File: src/rtl/seven_seg_pkg.sv
// Shared glyph table and nibble decoder for the seven-segment scan driver.
// Patterns are lit-high in {g,f,e,d,c,b,a} order; polarity is applied at the pins.
package seven_seg_pkg;

    typedef logic [6:0] seg_t;

    typedef enum logic {
        PHASE_BLANK,
        PHASE_SHOW
    } scan_phase_t;

    localparam seg_t SEG_0     = 7'b0111111;
    localparam seg_t SEG_1     = 7'b0000110;
    localparam seg_t SEG_2     = 7'b1011011;
    localparam seg_t SEG_3     = 7'b1001111;
    localparam seg_t SEG_4     = 7'b1100110;
    localparam seg_t SEG_5     = 7'b1101101;
    localparam seg_t SEG_6     = 7'b1111101;
    localparam seg_t SEG_7     = 7'b0000111;
    localparam seg_t SEG_8     = 7'b1111111;
    localparam seg_t SEG_9     = 7'b1101111;
    localparam seg_t SEG_A     = 7'b1110111;
    localparam seg_t SEG_B     = 7'b1111100;
    localparam seg_t SEG_C     = 7'b0111001;
    localparam seg_t SEG_D     = 7'b1011110;
    localparam seg_t SEG_E     = 7'b1111001;
    localparam seg_t SEG_F     = 7'b1110001;
    localparam seg_t SEG_BLANK = 7'b0000000;

    // Values 10-15 only have a glyph in hex mode; in BCD mode they go dark.
    function automatic seg_t glyph(input logic [3:0] nibble, input logic hexMode);
        seg_t pattern;
        case (nibble)
            4'h0:    pattern = SEG_0;
            4'h1:    pattern = SEG_1;
            4'h2:    pattern = SEG_2;
            4'h3:    pattern = SEG_3;
            4'h4:    pattern = SEG_4;
            4'h5:    pattern = SEG_5;
            4'h6:    pattern = SEG_6;
            4'h7:    pattern = SEG_7;
            4'h8:    pattern = SEG_8;
            4'h9:    pattern = SEG_9;
            4'hA:    pattern = hexMode ? SEG_A : SEG_BLANK;
            4'hB:    pattern = hexMode ? SEG_B : SEG_BLANK;
            4'hC:    pattern = hexMode ? SEG_C : SEG_BLANK;
            4'hD:    pattern = hexMode ? SEG_D : SEG_BLANK;
            4'hE:    pattern = hexMode ? SEG_E : SEG_BLANK;
            default: pattern = hexMode ? SEG_F : SEG_BLANK;
        endcase
        return pattern;
    endfunction

endpackage

File: src/rtl/seven_seg_glyph.sv
// Combinational nibble-to-segment decoder, lit-high output.
module seven_seg_glyph
    import seven_seg_pkg::*;
(
    input  logic [3:0] i_nibble,
    input  logic       i_hexMode,
    output seg_t       o_segments
);

    assign o_segments = glyph(i_nibble, i_hexMode);

endmodule

File: src/rtl/seven_seg_scan_driver.sv
// Time-multiplexed N-digit seven-segment driver with a frame-synchronous
// double buffer, leading-zero suppression and per-slot anode blanking.
module seven_seg_scan_driver
    import seven_seg_pkg::*;
#(
    parameter int NUM_DIGITS     = 4,
    parameter int SCAN_DIV       = 50000,
    parameter int BLANK_CYCLES   = 500,
    parameter bit SEG_ACTIVE_LOW = 1'b1,
    parameter bit AN_ACTIVE_LOW  = 1'b1
) (
    input  logic                    clk,
    input  logic                    rst_n,
    input  logic [4*NUM_DIGITS-1:0] digits_in,
    input  logic [NUM_DIGITS-1:0]   dp_in,
    input  logic [NUM_DIGITS-1:0]   digit_en_in,
    input  logic                    hex_mode,
    input  logic                    lz_suppress,
    input  logic                    load,
    output logic [6:0]              seg_out,
    output logic                    dp_out,
    output logic [NUM_DIGITS-1:0]   an_out,
    output logic                    frame_done,
    output logic                    pending
);

    localparam int CNT_W = $clog2(SCAN_DIV);
    localparam int IDX_W = $clog2(NUM_DIGITS);

    localparam logic [CNT_W-1:0]      SLOT_LAST  = CNT_W'(SCAN_DIV - 1);
    localparam logic [CNT_W-1:0]      BLANK_END  = CNT_W'(BLANK_CYCLES);
    localparam logic [IDX_W-1:0]      IDX_LAST   = IDX_W'(NUM_DIGITS - 1);
    localparam seg_t                  SEG_POL    = {7{SEG_ACTIVE_LOW}};
    localparam logic [NUM_DIGITS-1:0] AN_POL     = {NUM_DIGITS{AN_ACTIVE_LOW}};

    logic [CNT_W-1:0]        r_slotCnt;
    logic [IDX_W-1:0]        r_digitIdx;
    logic [4*NUM_DIGITS-1:0] r_shadowDigits;
    logic [NUM_DIGITS-1:0]   r_shadowDp;
    logic [NUM_DIGITS-1:0]   r_shadowEn;
    logic [4*NUM_DIGITS-1:0] r_activeDigits;
    logic [NUM_DIGITS-1:0]   r_activeDp;
    logic [NUM_DIGITS-1:0]   r_activeEn;
    logic                    r_pending;
    logic                    r_wrapDly;
    logic                    r_frameDone;
    seg_t                    r_seg;
    logic                    r_dp;
    logic [NUM_DIGITS-1:0]   r_an;

    logic                    w_slotWrap;
    logic                    w_commit;
    logic [3:0]              w_curNibble;
    logic                    w_curDp;
    logic                    w_curEn;
    logic                    w_curLead;
    logic [NUM_DIGITS-1:0]   w_anOneHot;
    logic [NUM_DIGITS-1:0]   w_leadZero;
    seg_t                    w_glyph;
    seg_t                    w_litSeg;
    scan_phase_t             w_phase;

    assign w_slotWrap = (r_slotCnt == SLOT_LAST);
    assign w_commit   = w_slotWrap && (r_digitIdx == IDX_LAST);

    always_ff @(posedge clk or negedge rst_n) begin
        if (!rst_n) begin
            r_slotCnt  <= '0;
            r_digitIdx <= '0;
        end else if (w_slotWrap) begin
            r_slotCnt  <= '0;
            r_digitIdx <= w_commit ? '0 : r_digitIdx + 1'b1;
        end else begin
            r_slotCnt  <= r_slotCnt + 1'b1;
        end
    end

    // The active buffer only changes on the edge that restarts the scan at
    // digit 0, so a frame never mixes old and new data.
    always_ff @(posedge clk or negedge rst_n) begin
        if (!rst_n) begin
            r_shadowDigits <= '0;
            r_shadowDp     <= '0;
            r_shadowEn     <= '0;
            r_activeDigits <= '0;
            r_activeDp     <= '0;
            r_activeEn     <= '0;
            r_pending      <= 1'b0;
        end else if (w_commit) begin
            if (load) begin
                r_activeDigits <= digits_in;
                r_activeDp     <= dp_in;
                r_activeEn     <= digit_en_in;
            end else if (r_pending) begin
                r_activeDigits <= r_shadowDigits;
                r_activeDp     <= r_shadowDp;
                r_activeEn     <= r_shadowEn;
            end
            r_pending <= 1'b0;
        end else if (load) begin
            r_shadowDigits <= digits_in;
            r_shadowDp     <= dp_in;
            r_shadowEn     <= digit_en_in;
            r_pending      <= 1'b1;
        end
    end

    always_comb begin
        w_curNibble = 4'h0;
        w_curDp     = 1'b0;
        w_curEn     = 1'b0;
        w_curLead   = 1'b0;
        w_anOneHot  = '0;
        for (int i = 0; i < NUM_DIGITS; i++) begin
            if (r_digitIdx == IDX_W'(i)) begin
                w_curNibble   = r_activeDigits[4*i +: 4];
                w_curDp       = r_activeDp[i];
                w_curEn       = r_activeEn[i];
                w_curLead     = w_leadZero[i];
                w_anOneHot[i] = 1'b1;
            end
        end
    end

    // Walk down from the top digit; disabled digits neither start nor stop a
    // run of leading zeros. Bit 0 is never marked.
    always_comb begin
        logic higherZero;
        higherZero = 1'b1;
        w_leadZero = '0;
        for (int i = NUM_DIGITS - 1; i >= 1; i--) begin
            w_leadZero[i] = higherZero && (r_activeDigits[4*i +: 4] == 4'h0);
            higherZero    = higherZero &&
                            (!r_activeEn[i] || (r_activeDigits[4*i +: 4] == 4'h0));
        end
    end

    seven_seg_glyph u_glyph (
        .i_nibble   (w_curNibble),
        .i_hexMode  (hex_mode),
        .o_segments (w_glyph)
    );

    assign w_litSeg = (!w_curEn || (lz_suppress && w_curLead)) ? SEG_BLANK : w_glyph;
    assign w_phase  = (r_slotCnt < BLANK_END) ? PHASE_BLANK : PHASE_SHOW;

    always_ff @(posedge clk or negedge rst_n) begin
        if (!rst_n) begin
            r_seg       <= SEG_POL;
            r_dp        <= SEG_ACTIVE_LOW;
            r_an        <= AN_POL;
            r_wrapDly   <= 1'b0;
            r_frameDone <= 1'b0;
        end else begin
            r_seg       <= w_litSeg ^ SEG_POL;
            r_dp        <= (w_curDp && w_curEn) ^ SEG_ACTIVE_LOW;
            r_an        <= (w_phase == PHASE_BLANK) ? AN_POL : (w_anOneHot ^ AN_POL);
            r_wrapDly   <= w_commit;
            r_frameDone <= r_wrapDly;
        end
    end

    assign seg_out    = r_seg;
    assign dp_out     = r_dp;
    assign an_out     = r_an;
    assign frame_done = r_frameDone;
    assign pending    = r_pending;

endmodule

File: config.mk
export PLATFORM = sky130hd
export DESIGN_NAME = seven_seg_scan_driver
export DESIGN_NICKNAME = d
export VERILOG_FILES = /design/src/rtl/seven_seg_pkg.sv /design/src/rtl/seven_seg_glyph.sv /design/src/rtl/seven_seg_scan_driver.sv
export SDC_FILE = /design/constraint.sdc
export NUM_CORES = 1
export LEC_CHECK = 0
export ABC_CLOCK_PERIOD_IN_PS = 2800
export BUFFER_PORTS_ARGS = -buffer_cell sky130_fd_sc_hd__buf_2
export CORE_ASPECT_RATIO = 0.6
export CORE_UTILIZATION = 35
export DETAILED_ROUTE_END_ITERATION = 6
export PLACE_DENSITY = 0.6
export RECOVER_POWER = 100
export SLEW_MARGIN = 5
export SYNTH_ARGS = -nofsm -noshare
export SYNTH_HDL_FRONTEND = slang
export SYNTH_SLANG_ARGS = --single-unit
File: constraint.sdc
create_clock -name clk -period 2.8 [get_ports clk]
set_clock_uncertainty 0.2 [all_clocks]
set_input_delay 0.42 -clock clk [delete_from_list [all_inputs] [get_ports clk]]
set_output_delay 0.42 -clock clk [all_outputs]
set_load 0.02 [all_outputs]
==> After elaboration in Yosys (flattened, before gate mapping) <==
Cells that the tools add are included.
{ "op_classes": {"shift": 0, "multipliers": 0, "div_mod_pow": 0, "bitwise": 4, "eq_ne": 18, "n_reduce_logical": 21, "magnitude_cmp": 1, "n_addsub": 2, "muxes": 38} }
{ "ops": {"columns": ["op", "count"], "rows": [
  ["case mux 7 bit (15 select lines)", 1],
  ["2-to-1 mux 16 bit", 3],
  ["2-to-1 mux 7 bit", 6],
  ["2-to-1 mux 4 bit", 9],
  ["== test 4 bit, second input constant", 7],
  ["2-to-1 mux 1 bit", 17],
  ["adder 16 x 1 -> 16 bit, second input constant", 1],
  ["== test 16 bit, second input constant", 1],
  ["== test 4 x 3 -> 1 bit, second input constant", 4],
  ["logical NOT 4 bit", 4],
  ["less-than comparator 16 x 9 -> 1 bit, second input constant", 1],
  ["== test 4 x 2 -> 1 bit, second input constant", 2],
  ["inverter 7 bit", 1],
  ["logical AND 1 bit", 6],
  ["2-to-1 mux 6 bit", 1],
  ["== test 2 bit, second input constant", 2],
  ["== test 4 x 1 -> 1 bit, second input constant", 1],
  ["inverter 4 bit", 1],
  ["AND reduction 2 bit", 2],
  ["nonzero test 2 bit", 2],
  ["logical NOT 1 bit", 3],
  ["logical OR 1 bit", 3],
  ["adder 2 x 1 -> 2 bit, second input constant", 1],
  ["== test 2 x 1 -> 1 bit, second input constant", 1],
  ["other kinds (3)", 4]
]} }
{ "totals": {"memories": 0, "input_bits": 29, "reg_bits": 81, "mem_bits_rw": 0, "latchBits": 0, "rom_bits": 0, "elab_cells": 98} }

==> Depth between registers and ports, before layout <==
Gate-level depths: netlist (run 1).
{ "depth": {"ltp_word": 11, "ltp_mapped": 10, "depth_no_buf": 8} }

==> Cells and area by module <==
Synthesis (run 1) repeated with hierarchy kept, for this count alone.
{ "hier_totals": {"hier_cells": 362, "hier_area_um2": 4028.9} }
{ "modules_own_cells": {"columns": ["mod", "area_each_um2", "cells_each", "seq_area_each_um2", "instances"], "rows": [
  ["seven_seg_scan_driver", 3746.1, 319, 2042.0, 1],
  ["seven_seg_glyph", 282.8, 43, 0.0, 1]
]} }

==> Worst setup path after synthesis (run 1) <==
Ideal clock, no wire load.
{ "synth_path": {"path_type": "register to register", "startpoint": "reg r_digitIdx[1]", "endpoint": "reg r_seg[3], in the netlist seg_out[3]", "path_slack_ps": 354, "arrival_ps": 2164, "synth_period_minus_slack_ps": 2446, "stages_incl_launch_ff": 9, "cell_sequence": "dfrtp_1 -> inv_1 -> ha_1 -> clkbuf_1 -> a211oi_1 -> a221oi_2 -> nor2_1 -> a221o_1 -> a211o_1"} }
{ "synth_via": {"elab_chain_cells": 9, "word_cells_on_any_way": 36, "classes_between": "eq/ne (17); mux (13); bitwise (1); reduce/logical (5)"} }
{ "synth_rtl": {"columns": ["item", "line", "source"], "rows": [
  ["start: declaration", "seven_seg_scan_driver.sv:37", "logic [IDX_W-1:0] r_digitIdx;"],
  ["start signal: assignment", "seven_seg_scan_driver.sv:72", "r_digitIdx <= w_commit ? '0 : r_digitIdx + 1'b1;"],
  ["logical NOT 2 bit", "seven_seg_scan_driver.sv:115", "if (r_digitIdx == IDX_W'(i)) begin"],
  ["2-to-1 mux 4 bit / 2-to-1 mux 1 bit (equally long branches) (4 in a row)", "seven_seg_scan_driver.sv:115", null],
  ["== test 4 bit (tied with other cells)", "seven_seg_pkg.sv:33", "case (nibble)"],
  ["case mux 7 bit (15 select lines) / logical OR 1 bit (equally long branches)", "seven_seg_pkg.sv:33, seven_seg_scan_driver.sv:144", null],
  ["2-to-1 mux 7 bit *", "seven_seg_scan_driver.sv:144", "assign w_litSeg = (!w_curEn || (lz_suppress && w_curLead)) ? SEG_BLANK : w_glyph;"],
  ["inverter 7 bit (no line) *", null, null],
  ["end signal: assignment", "seven_seg_scan_driver.sv:155", "r_seg <= w_litSeg ^ SEG_POL;"],
  ["end: declaration", "seven_seg_scan_driver.sv:47", "seg_t r_seg;"]
]} }
Every way passes the cells marked *; elsewhere a longest branch is shown, timed or not.
A chain may end at the register's enable or synchronous reset.

==> Worst setup path after layout (run 1) <==
{ "layout_path": {"startpoint": "reg r_slotCnt[12]", "endpoint": "reg r_activeDigits[7]"} }
{ "layout_via": {"elab_chain_cells": 3} }
{ "layout_rtl": {"columns": ["item", "line", "source"], "rows": [
  ["start: declaration", "seven_seg_scan_driver.sv:36", "logic [CNT_W-1:0] r_slotCnt;"],
  ["start signal: assignment", "seven_seg_scan_driver.sv:74", "r_slotCnt <= r_slotCnt + 1'b1;"],
  ["== test 16 bit", "seven_seg_scan_driver.sv:63", "assign w_slotWrap = (r_slotCnt == SLOT_LAST);"],
  ["logical AND 1 bit", "seven_seg_scan_driver.sv:64", "assign w_commit = w_slotWrap && (r_digitIdx == IDX_LAST);"],
  ["net w_commit", "seven_seg_scan_driver.sv:52", "logic w_commit;"],
  ["AND reduction 2 bit (no line)", null, null],
  ["end signal: assignment", "seven_seg_scan_driver.sv:91", "r_activeDigits <= digits_in;"],
  ["end signal: assignment", "seven_seg_scan_driver.sv:95", "r_activeDigits <= r_shadowDigits;"],
  ["end: declaration", "seven_seg_scan_driver.sv:41", "logic [4*NUM_DIGITS-1:0] r_activeDigits;"]
]} }
The timed path passes the listed nets, and every way through them passes these cells.

==> results.md, run 1 <==
* Post-Syn Nets at roughly 380
* Global-route wire length before repair at 14.6 mm
* Vias in the first global route at between 2k and 3k
* Filler Cell Count at 1039
* WL/cell at ~15 um
* GRT Resource Usage Total at around 16%
* Crit path time final at around 2.6 ns
* Area grow syn2layout at 16.4%
* Least-Margin Pin Slew at a little under 0.9 ns
* IO Count at 43
* Power Dens Cells at between 500 and 600 nW/um2
* Setup CP Type: reg2reg
* Number of buffers created by CTS at 9
* DP HPWL at 6.02 mm
* Clk slew on worst S/H paths at approximately 0.060 ns
* Met3 Use GR at 4.59%
* NetSw at roughly 0.55 mW
* RSZ-0062 raised after global routing: no
* #FFs+latches synth at just over 80
* Critical Path RT at between 2 and 3 ns
* IO buf count at 42
* Count leader, synth: dfrtp_1
* Final hold violations at 0
* Violated checks: design-rule violations
* Initial antenna violation count at 0
* Die height at 83.8 um
* Number of core rows at 29
* Final setup TNS at 0 ns
* # setup viols final at 0
* Switching share of power at approximately a fifth
* Gate power share at under 10%
* Avg Cell Area, Syn at 11.2 um2
* Data arrival, critical path at roughly 2.7 ns
* RD Place Congestion at around 0.78
* Status: finished with violations
* Leakage at between 1.5 and 2 nW
* Htree depth at 3
* N_diodes at 0
* Register-to-Register Setup Slack at around 0.15 ns
* Routed vias at 2737
* Unique masters post-synth at 49
* Final wirelength at about 8.3 mm
* Core area at 10700 um2
* Commonest cells in the netlist: dfrtp_1, nand2_1, o21ai_0
* DRT iter0 DRCs at 156
* Nets@finish at 430
* Top-area cell type share of the netlist area at between 40 and 50%
* DRC at 5
* CP Launch Type: flip-flop
* GR Overflow Total at 0
* Met1 Usage GRT at between 20% and 30%
* Hold WC Path Type: in2reg
* Critical path fanouts, max at 32
* Sequential-to-total area share from yosys stat at a little over half
* Routed Antenna Nets at 0
* Achievable frequency at between 300 and 400 MHz
* Root Buffer: clkbuf_16
* Initial Utilization at 36.4%
* Worst-Skew Late Latency at ~0.34 ns
* Synth Instances at 348
* Period utilization at a little over nine tenths
* Vias/cell at between 5 and 6
* Top_reg_cell synth: dfrtp_1
* Area leader, netlist: dfrtp_1
* Power, Total at 2.61 mW
* Fin. max-slew vios at 0
* TritonCTS clock tree: yes
* Share of synthesized registers carrying an async set or reset at 100%
* Clk buf depth at 2
* Synthesized area at roughly 3900 um2
* GRT Max-Usage Layer: met1
* GR Layer Usage met2 at around 23%
* Power Internal at roughly 2 mW
* Sink Count at 81
* Die width at about 140 um
* Share of cells above drive strength 1 at roughly a fifth
* Die Area at between 10000 and 15000 um2
* Leading post-synthesis cells by cell area: dfrtp_1, dfstp_2, mux2_4, mux2i_1, nand2_1
* Largest net degree at the start of global routing at 37
* Number of synthesized flops with an enable pin at 0
* Max_slew headroom at roughly two fifths
* Clock share of power at around 48%
* Yosys Warn Count at 0
* Max-cap viol count at 0
* Peak VDD IR at 0.275 mV
* DRT Pass-1 Iters at 7
* Endpoint type of the worst setup path: flip-flop
* Seq pwr share at a little under half
per-layer routing:
metal  vias up  routed length, um
met4         0                 65
li1       1347                  -
met1      1331               4430
met5         -                  0
met3         8                383
met2        51               3410
worst paths after layout:
kind / from / cells after the start / end
max: r_slotCnt[12] / 7 / r_activeDigits[7]
min: digits_in[6] / 2 / r_shadowDigits[6]
max reg2reg: r_slotCnt[12] / 7 / r_activeDigits[7]
min reg2reg: r_wrapDly / 0 / frame_done
max in group asynchronous: rst_n / 3 / r_activeDigits[9]
min in group asynchronous: rst_n / 2 / r_slotCnt[5]
registers in the layout, indices dropped and copies added, names as in the netlist, 2 cells and up:
name	cells
r_activeDigits	16
r_shadowDigits	16
r_slotCnt	16
seg_out	7
an_out	4
r_activeDp	4
r_activeEn	4
r_shadowDp	4
r_shadowEn	4
r_digitIdx	2
worst max-delay path, cell delays in order, from the launching register on:
cell	delay, ns
dfrtp_1	0.42
or4_4	0.57
nor4_4	0.34
and2_4	0.23
o21ai_2	0.18
clkbuf_4	0.34
nand2_1	0.13
o21ai_0	0.10
through the flow:
stage | instances | hold WS [ns] | util [%] | worst slack [ns] | instance area [um2]
global route | 540 | 0.115 | 42.4 | 0.00545 | 4540
CTS | 539 | 0.118 | 43.5 | 0.0176 | 4650
floorplan | 348 | -0.0756 | - | 0.354 | 3900
finish | 540 | 0.113 | 42.4 | 0.152 | 4540
global placement | 522 | 0.173 | 40.3 | 0.0864 | 4320
detailed placement | 522 | 0.156 | 40.3 | 0.0568 | 4320
cells by family after synthesis:
kind of cell,after synthesis,synth area share [%]
AND/OR/NAND/NOR,100,12.6
flip-flops,81,52.3
AO/OA/AOI/OAI,75,12.1
multiplexers,49,15.3
buffers and inverters,24,2.98
XOR/XNOR,14,3.14
adder cells (fa/ha/maj),5,1.60
placed cells by master, fill, tap and decap left out, types with 8 or more instances in the layout:
cell / instances
dfrtp_1: 69
nand2_1: 41
o21ai_0: 34
buf_2: 27
mux2i_1: 25
nor2_1: 18
mux2_1: 18
clkbuf_1: 16
dfstp_2: 12
nand3_1: 9
clkbuf_16: 9
a21oi_1: 8
xor2_1: 8
power by group through the flow:
stage / clock network, mW / registers (mW) / logic [mW]
detailed placement: 0 / 1.25 / 0.173
floorplan: 0 / 1.24 / 0.100
global placement: 0 / 1.24 / 0.169
finish: 1.24 / 1.22 / 0.140
global route: 1.33 / 1.23 / 0.158
CTS: 1.28 / 1.22 / 0.175
area by class of cell:
cell class	instances	area (um2)	area share [%]
tap	139	174	3.83
clock buffer	13	280	6.17
clock inverter	3	46.3	1.02
multi-input combinational	243	1690	37.2
sequential	81	2040	45.0
inverter	7	26.3	0.579
timing repair buffer	54	285	6.28
what timing repair did:
item	in CTS	in global routing
resized for setup	0	3
hold buffers	1	0
buffers inserted	0	1
endpoints found under the setup margin	0	5
hold endpoints to repair	22	0
(Power assumes the default switching activity.)
==> run 2: changes to the inputs <==
--- a/config.mk
+++ b/config.mk
@@ -11,7 +11,7 @@
 export CORE_UTILIZATION = 35
 export DETAILED_ROUTE_END_ITERATION = 6
 export PLACE_DENSITY = 0.6
-export RECOVER_POWER = 100
+export RECOVER_POWER = 50
 export SLEW_MARGIN = 5
 export SYNTH_ARGS = -nofsm -noshare
 export SYNTH_HDL_FRONTEND = slang
==> constraint.sdc (replaced) <==
create_clock -name clk -period 2.8 [get_ports clk]
set_clock_uncertainty 0.2 [all_clocks]
set_input_delay 0.28 -clock clk [delete_from_list [all_inputs] [get_ports clk]]
set_output_delay 0.28 -clock clk [all_outputs]
set_load 0.02 [all_outputs]
==> results.md, run 2 (same netlist as run 1, synthesis figures left out) <==
* DRC at 6
* Initial antenna violation count at 0
* Routed vias at between 2k and 3k
* RD Place Congestion at roughly 0.79
* Final Core Density at 45.4%
* Hold WC Path Type: in2reg
* Die width at roughly 140 um
* CP Buf/Inv Count at 1
* Initial Utilization at between 30 and 40%
* Pre-CTS setup slack at 0.0473 ns
* IO Count at between 40 and 50
* Sink Count at 81
* NetSw at 0.544 mW
* Crit path max-delay family: simple AND/OR/NAND/NOR gates
* Clk buf depth at 2
* Largest registers: r_activeDigits x16, r_shadowDigits x16, r_slotCnt x16
* Vias/cell at between 5 and 6
* Commonest non-fill, non-tap cell in the layout: dfrtp_1
* Core area at between 10000 and 15000 um2
* Nets@finish at about 450
* Crit path time final at around 2.6 ns
* Die Area at 11600 um2
* Routed Antenna Nets at 0
* Setup CP Type: reg2reg
* Data arrival, critical path at 2.66 ns
* Leakage at 2.15 nW
* Achievable frequency at 379 MHz
* Final setup TNS at 0 ns
* Final hold violations at 0
* N_diodes at 0
* Gate power share at between 7 and 8%
* Violated checks: design-rule violations
* Seq pwr share at a little under half
* Worst stage delay on the critical path at around 0.6 ns
* Commonest non-fill, non-tap cells in the layout: dfrtp_1, nand2_1, buf_2
* Largest net degree at the start of global routing at 52
* Least-Margin Pin Slew at about 1.3 ns
* TritonCTS clock tree: yes
* Status: finished with violations
* Finished Layout Cells at between 500 and 600
* Post-route setup slack at roughly 0.16 ns
* Hold WS at between 0.09 and 0.1 ns
* Root Buffer: clkbuf_16
* Area grow syn2layout at 24.5%
* GR Overflow Total at 0
* Critical path fanouts, max at 10
* Max_slew headroom at between 10% and 20%
* Slowest cell on the critical path: nor2b_2
* Filler Cell Count at 996
* Die height at ~84 um
* IO buf count at 42
* Number of core rows at 29
* Max-cap viol count at 0
* CP Launch Type: flip-flop
* Power Dens Cells at ~530 nW/um2
* RSZ-0062 raised after global routing: no
* Switching share of power at between 20% and 30%
* DP HPWL at around 5.9 mm
* Power Internal at slightly above 2 mW
* Peak VDD IR at 0.309 mV
* Endpoint type of the worst setup path: flip-flop
* GRT Resource Usage Total at between 10% and 20%
* WL/cell at roughly 15 um
* Share of cells above drive strength 1 at between 20% and 30%
* Number of buffers created by CTS at 9
* # setup viols final at 0
* Critical Path RT at roughly 2.8 ns
* Final wirelength at between 8 and 9 mm
* Period utilization at 94.2%
* DRT Pass-1 Iters at 7
* Critical path cell sequence: ha_1 > nand3_1 > nor4_4 > and2_4 > nor2b_2 > buf_4 > mux2_2
* Clk slew on worst S/H paths at 0.06 ns
* Vias in the first global route at 2829
* Worst-Skew Late Latency at 0.34 ns
* Global-route wire length before repair at 14.3 mm
* Fin. max-slew vios at 0
* Htree depth at 3
* Clock share of power at between 40% and 50%
* DRT iter0 DRCs at between 100 and 150
* Placed cell count at 521
## run 2: layout make-up
cell class / instances / area [um2] / share of cell area (%)
tap: 139 / 174 / 3.58
clock inverter: 3 / 40.0 / 0.824
timing repair buffer: 78 / 562 / 11.6
multi-input combinational: 243 / 1750 / 36.1
sequential: 81 / 2040 / 42.0
inverter: 7 / 26.3 / 0.541
clock buffer: 13 / 260 / 5.36
## run 2: per-stage QoR
step / power [mW] / instance area, um2
after floorplan: 1.34 / 3900
after global placement: 1.41 / 4310
after detailed placement: 1.42 / 4310
after CTS: 2.65 / 4860
after global routing: 2.71 / 4860
final: 2.60 / 4860
## run 2: power groups by stage
stage | Sequential (mW) | Clock [mW] | Combinational, mW
after floorplan | 1.24 | 0 | 0.100
after global placement | 1.24 | 0 | 0.168
after CTS | 1.22 | 1.22 | 0.199
after global routing | 1.23 | 1.27 | 0.210
after detailed placement | 1.24 | 0 | 0.171
final | 1.22 | 1.18 | 0.190
## run 2: worst reg2reg max path: cells and delay by family, from the launching register on
kind,cells,cell delay (ns)
adders and majority gates,1,0.25
buffers and inverters,1,0.30
and+or+nand+nor,4,1.04
muxes,1,0.34
DFF,1,0.41
## run 2: routing by layer
| metal | global-route usage [%] | up-vias | share of wire [%] |
|---|---|---|---|
| met2 | 22.8 | 67 | 41 |
| li1 | - | 1386 | - |
| met5 | 0 | - | 0 |
| met3 | 5.51 | 6 | 4.9 |
| met4 | 4.39 | 0 | 0.88 |
| met1 | 23.4 | 1379 | 53 |
## run 2: worst paths after layout
path / start / endpoint / slack (ns) / cells after the start
max: r_slotCnt[0] / r_shadowEn[2] / 0.16 / 7
min: hex_mode / seg_out[1] / 0.09 / 3
min reg2reg: r_wrapDly / frame_done / 0.17 / 0
max in group asynchronous: rst_n / r_shadowDigits[13] / 0.39 / 3
min in group asynchronous: rst_n / r_slotCnt[8] / 0.56 / 2
max reg2reg: r_slotCnt[0] / r_shadowEn[2] / 0.16 / 7
## run 2: what timing repair did
item                                    4_1_cts  5_1_grt
hold buffers                                 25        0
gates resized for setup                       0        2
endpoints found under the hold margin        62        0
endpoints found under the setup margin        0        4
buffers inserted                              0        2
